--- src/rtl/toggle_pulse_gen.sv ---
// Synchronises and debounces a raw button, emitting one registered T pulse per accepted press plus optional auto-repeat.
// Latency: a press is accepted DEBOUNCE_CYCLES+2 edges after it is first sampled; there is no backpressure and T is a one-cycle pulse.
module toggle_pulse_gen #(
  parameter int DEBOUNCE_CYCLES = 4,
  parameter int REPEAT_DELAY    = 0,
  parameter int REPEAT_PERIOD   = 8,
  parameter int COUNT_W         = 8
) (
  input  logic               clk,
  input  logic               reset,
  input  logic               btn_in,
  output logic               T,
  output logic               btn_level,
  output logic [COUNT_W-1:0] press_count
);

  localparam int CW   = (DEBOUNCE_CYCLES > 1) ? $clog2(DEBOUNCE_CYCLES) : 1;
  localparam int RMAX = REPEAT_DELAY + REPEAT_PERIOD - 1;
  localparam int RW   = (RMAX > 1) ? $clog2(RMAX + 1) : 1;

  localparam logic [CW-1:0] CNT_LAST = CW'(DEBOUNCE_CYCLES - 1);
  localparam logic [RW-1:0] R_FIRST  = RW'(REPEAT_DELAY - 1);
  localparam logic [RW-1:0] R_LAST   = RW'(RMAX);
  localparam logic [RW-1:0] R_RELOAD = RW'(REPEAT_DELAY);

  typedef enum logic [1:0] {
    IDLE       = 2'd0,
    PRESS_DB   = 2'd1,
    HELD       = 2'd2,
    RELEASE_DB = 2'd3
  } state_t;

  state_t             state, state_n;
  logic [1:0]         sync;
  logic               btn_s;
  logic [CW-1:0]      cnt, cnt_n;
  logic [RW-1:0]      rcnt, rcnt_n;
  logic               t_n, lvl_n;
  logic [COUNT_W-1:0] pc_n;

  assign btn_s = sync[1];

  always_ff @(posedge clk) begin
    if (reset) begin
      sync        <= '0;
      state       <= IDLE;
      cnt         <= '0;
      rcnt        <= '0;
      T           <= 1'b0;
      btn_level   <= 1'b0;
      press_count <= '0;
    end else begin
      sync        <= {sync[0], btn_in};
      state       <= state_n;
      cnt         <= cnt_n;
      rcnt        <= rcnt_n;
      T           <= t_n;
      btn_level   <= lvl_n;
      press_count <= pc_n;
    end
  end

  always_comb begin
    state_n = state;
    cnt_n   = cnt;
    rcnt_n  = rcnt;
    t_n     = 1'b0;
    lvl_n   = btn_level;
    pc_n    = press_count;
    case (state)
      IDLE: begin
        if (btn_s) begin
          state_n = PRESS_DB;
          cnt_n   = '0;
        end
      end
      PRESS_DB: begin
        if (!btn_s) begin
          state_n = IDLE;
        end else if (cnt == CNT_LAST) begin
          state_n = HELD;
          t_n     = 1'b1;
          lvl_n   = 1'b1;
          pc_n    = press_count + 1'b1;
          rcnt_n  = '0;
        end else begin
          cnt_n = cnt + 1'b1;
        end
      end
      HELD: begin
        if (!btn_s) begin
          state_n = RELEASE_DB;
          cnt_n   = '0;
        end else if (REPEAT_DELAY > 0) begin
          // rcnt runs up to R_LAST and reloads to R_RELOAD, so it never wraps
          if (rcnt == R_FIRST || rcnt == R_LAST) begin
            t_n  = 1'b1;
            pc_n = press_count + 1'b1;
          end
          rcnt_n = (rcnt == R_LAST) ? R_RELOAD : rcnt + 1'b1;
        end
      end
      RELEASE_DB: begin
        if (btn_s) begin
          state_n = HELD;
        end else if (cnt == CNT_LAST) begin
          state_n = IDLE;
          lvl_n   = 1'b0;
        end else begin
          cnt_n = cnt + 1'b1;
        end
      end
      default: state_n = IDLE;
    endcase
  end

endmodule

--- config.mk ---
export PLATFORM = sky130hd
export DESIGN_NAME = toggle_pulse_gen
export DESIGN_NICKNAME = d
export VERILOG_FILES = /design/src/rtl/toggle_pulse_gen.sv
export SDC_FILE = /design/constraint.sdc
export NUM_CORES = 1
export LEC_CHECK = 0
export ABC_AREA = 1
export CAP_MARGIN = 5
export CORE_ASPECT_RATIO = 1.2
export CORE_MARGIN = 2
export CORE_UTILIZATION = 25
export DETAILED_ROUTE_END_ITERATION = 10
export GPL_TIMING_DRIVEN = 0
export PLACE_DENSITY = 0.5
export SLEW_MARGIN = 20
export SYNTH_ARGS = -nofsm -noshare
export SYNTH_HDL_FRONTEND = slang
export SYNTH_SLANG_ARGS = --single-unit
--- constraint.sdc ---
create_clock -name clk -period 1.5 [get_ports clk]
set_input_delay 0.15 -clock clk [delete_from_list [all_inputs] [get_ports clk]]
set_output_delay 0.15 -clock clk [all_outputs]
set_load 0.02 [all_outputs]
### Yosys cells after proc, flatten, opt, wreduce, memory -nomap -nowiden

Index checks and enable logic that the tools add are counted.

* flip-flop bits (word level): 16
* bits of input ports: 3
* output and inout port bits: 10
* word-level logic and storage cells: 48

* add/subtract/negate cells: 2
* equal/unequal tests: 12
* muxes and demuxes: 19
* bitwise gates (word level): 2
* reduce and logical (&&, ||, !) cells: 7

Operators with widths (number)
* 2-bit 2-to-1 mux: 11
* 2-bit one-hot mux with 4 select lines: 2
* 2-bit inequality test, second input constant: 6
* 8-bit by 1-bit adder with 8-bit output, second input constant: 1
* 4-bit AND reduction: 2
* 2-bit == test, second input constant: 3
* 3-bit inequality test, second input constant: 2
* 1-bit 2-to-1 mux: 5
* 5-bit AND reduction: 1
* 3-bit AND reduction: 1
* 3-bit OR reduction: 1
* 2-bit by 1-bit adder with 2-bit output, second input constant: 1
* 2-bit by 1-bit == test with 1-bit output, second input constant: 1
* 2-bit logical NOT: 1
* 1-bit inverter: 2
* 1-bit one-hot mux with 2 select lines: 1
* 2-bit nonzero test: 1

### Depth between registers and ports, before layout

* depth in word-level cells: 4
* depth in mapped cells: 8
* mapped depth without buffers: 8

### Worst setup path after synthesis

No wires, ideal clock.

* path type: register -> register
* start point: register cnt[0]
* end point: register press_count[5]
* library setup time: 0.127 ns
* arrival time: 1.045 ns
* required time: 1.373 ns
* slack: 0.328 ns
* stages on the path, launching flop included: 9
* path buffers: 0
* period minus slack after synthesis: 1.172 ns
* cell sequence: dfxtp_1 ha_1 nand2_4 inv_2 nand2_4 nor2_1 nand3_1 nand2_1 nor2_1

* cells in the longest elaborated chain, start to end: 2

RTL lines
* start: declaration: line 36 `logic [CW-1:0] cnt, cnt_n;`
* start signal: assignment: line 55 `cnt <= cnt_n;`
* 2-bit == test: line 80 `end else if (cnt == CNT_LAST) begin`
* 3-bit AND reduction (no source line)
* end signal: assignment: line 59 `press_count <= pc_n;`
* end: declaration: line 14 `output logic [COUNT_W-1:0] press_count`

No other way between the ends.
A chain may end at the register's enable or synchronous reset.

### Worst setup path in the final report

* start point: register press_count[0]
* end point: output port press_count[0]

No word-level cell between the ends.

==> results.py <==
metrics = {
    "outcome": {
        "outcome": "completed",
    },
    "worst_setup_path": {
        "critical_path_buf_inv_count": 1,
        "worstReg2RegStart": "cnt[0]$_SDFFE_PP0P_",
        "critical_path.slowest_cell": "clkdlybuf4s50_1",
        "criticalPathCategory": "reg -> out",
        "rr_worst_depth": 8,
        "worstSetupStartpoint": "press_count[0]$_SDFFE_PP0P_",
        "crit_family": "buffers and inverters",
        "critical_path.max_fanout": 4,
        "endpoint_kind": "primary output",
        "worst-endpoint-required_ps": 1350,
        "crit_path_cell_trace": "clkdlybuf4s50_1",
        "reg2reg_to": "press_count[5]$_SDFFE_PP0P_",
        "cp_data_arrival_time_ps": 1280,
        "critical-path-max-stage-delay_ps": 620,
        "timing.critical_path.to": "press_count[0]",
        "timing.reg2reg.setup_slack_ps": 180,
        "worst_setup_sp_type": "flip-flop",
        "path_depth": 1,
    },
    "synthesis": {
        "seq_area_frac_synth": 0.420,
        "mapped_cells": 100,
        "synth_nets": 106,
        "synthesis.area_um2": 762,
        "yosys_warnings": 0,
        "postSynthAreaPerCell_um2": 7.62,
        "synth.distinct_cells": 18,
        "synth.ff_latch_count": 16,
    },
    "cts": {
        "post_cts_hold_buffer_count": 0,
        "clock_tree.buffer_depth": 2,
        "cts_sinks": 16,
        "cts_setup_buffers": 0,
        "cts-htree-levels": 1,
        "insertion_delay_ps": 280,
        "cts_resized": 0,
        "tritoncts": "yes",
        "register_clock_pin_slew_on_the_reported_worst_setup_and_hold_paths_ps": 90,
        "tritoncts.num_buffers": 3,
        "cts.root.buffer_cell": "clkbuf_4",
    },
    "detailed_routing": {
        "ant_nets": 0,
        "detailroute.via_count": 657,
        "via_per_inst": 4.44,
        "drc": 0,
        "dr.first_iter.drc_count": 4,
        "routedWlPerCell_um": 9.65,
        "wirelength_um": 1430,
        "drt-pass1-iter-count": 3,
    },
    "finish": {
        "multi_input_area_um2": 363,
        "antenna-diode-count": 0,
        "fillerInstances": 324,
        "area.sequential_um2": 320,
        "nNetsFinal": 122,
        "area_growth_syn_to_layout_pct": 24.6,
        "fraction_of_layout_instances_using_a_drive_strength_above_1": 0.114,
    },
    "floorplanning": {
        "chipHeight_um": 64.5,
        "coreArea_um2": 2840,
        "top_level_ports": 13,
        "start_util": 0.269,
        "floorplan.die_area_um2": 3510,
        "die-width_um": 54.4,
        "placement_rows": 21,
    },
    "placed_design": {
        "io_buffers": 11,
        "gp_congestion": 0.762,
        "detailed_place_hpwl_um": 1110,
    },
    "sta": {
        "skew_ps": 3.44,
        "report.final.setup_viol": 0,
        "max_slew.worst_pin.slew_ps": 409,
        "slew_violations": 0,
        "timing.max_slew.rel_slack": 0.727,
        "timing.final.crit_share": 0.953,
        "max_freq_ghz": 0.699,
        "timing_hold_violations_final": 0,
        "grt_setup_unrepaired": "false",
        "timing.final.crit_period_ps": 1430,
        "totalNegativeSetupSlack_ps": 0,
    },
    "pwr": {
        "cellPowerDensity_nw_per_um2": 706,
        "fin_total_pwr_mw": 0.670,
        "power.ir.vdd_worst_mv": 0.392,
        "leakage_nw": 0.532,
    },
    "global_route": {
        "grt_start_max_net_pins": 10,
        "grt_pass1_vias": 644,
        "grt_pass1_wl_um": 2610,
        "gr-total-overflow": 0,
        "antenna_found_initial": 0,
        "gr-usage-all-layers": 0.0988,
    },
    "min_path": {
        "hold_path.class": "in -> reg",
    },
    "flow_run": {
        "timing.max_cap.violations": 0,
    },
}
[per-stage QoR]
| step | cell area [um^2] | hold WS (ps) | util | std cells | worst slack (ps) |
|---|---|---|---|---|---|
| floorplan | 762 | 257 | - | 100 | 328 |
| global placement | 915 | 390 | 0.322 | 145 | 221 |
| detailed placement | 915 | 395 | 0.322 | 145 | 189 |
| CTS | 937 | 253 | 0.330 | 148 | 26.5 |
| global route | 950 | 265 | 0.335 | 148 | 0.970 |
| finish | 950 | 237 | 0.335 | 148 | 70.1 |
[synthesized netlist by cell type]
cell	instances	area share
nor3b_2	1	0.016
nand3_1	3	0.020
nor3_4	1	0.021
o21ai_0	5	0.033
ha_1	3	0.049
o21bai_2	1	0.015
nand2_1	19	0.094
inv_2	2	0.0099
nor2_4	2	0.030
inv_1	18	0.089
dfxtp_1	16	0.42
nor2_1	10	0.049
and3_1	1	0.0082
nand2_4	2	0.030
nand4_1	7	0.057
a21oi_1	7	0.046
clkbuf_1	1	0.0049
nand2_2	1	0.0082
[how the worst min path moves through the flow]
stage	startpoint	endpoint	slack, ps	depth (start not counted)
after floorplan	btn_in	sync[0]$_SDFF_PP0_	260	2
after global placement	sync[0]$_SDFF_PP0_	sync[1]$_SDFF_PP0_	390	2
after detailed placement	sync[0]$_SDFF_PP0_	sync[1]$_SDFF_PP0_	390	2
after CTS	reset	sync[0]$_SDFF_PP0_	250	2
after global routing	reset	press_count[5]$_SDFFE_PP0P_	260	2
final	reset	sync[0]$_SDFF_PP0_	240	2
[metal layers]
metal | routed length, um | vias to the layer above | GRT usage
met5 | 0 | - | 0
met4 | 8 | 0 | 0.0188
met3 | 88 | 2 | 0.0415
met2 | 650 | 13 | 0.172
met1 | 680 | 293 | 0.110
li1 | - | 349 | -
[cell families after synthesis]
group	count (synthesis)	share of synthesized area
compound gates	13	0.0936
buf+inv	21	0.103
flops	16	0.420
fa+ha+maj	3	0.0493
simple gates	47	0.333
[state kept, by name, indices dropped and copies added (netlist names), named ones only]
name	cells
press_count	8
btn_level	1
state	1
sync	2
T	1
cnt	2
[cell usage in the layout, fill, tap and decap left out, drive strengths merged]
cell / count
a21oi: 7
and3: 1
clkbuf: 4
clkdlybuf4s50: 6
dfxtp: 16
dlymetal6s2s: 5
ha: 3
inv: 20
nand2: 22
nand3: 3
nand4: 7
nor2: 12
nor3: 1
nor3b: 1
o21ai: 5
o21bai: 1
[report_power, final]
group | switching (mW) | internal (mW)
Combinational | 0.0146 | 0.00755
Clock | 0.124 | 0.0930
Sequential | 0.00310 | 0.428
Total | 0.142 | 0.528
[area by class of cell]
cell class,count,area share
Sequential cell,16,0.337
Buffer,1,0.00395
Tap cell,34,0.0448
Inverter,20,0.0791
Clock buffer,3,0.0237
Timing Repair Buffer,11,0.129
Multi-Input combinational cell,63,0.382
Power figures use the tool's default switching activity.
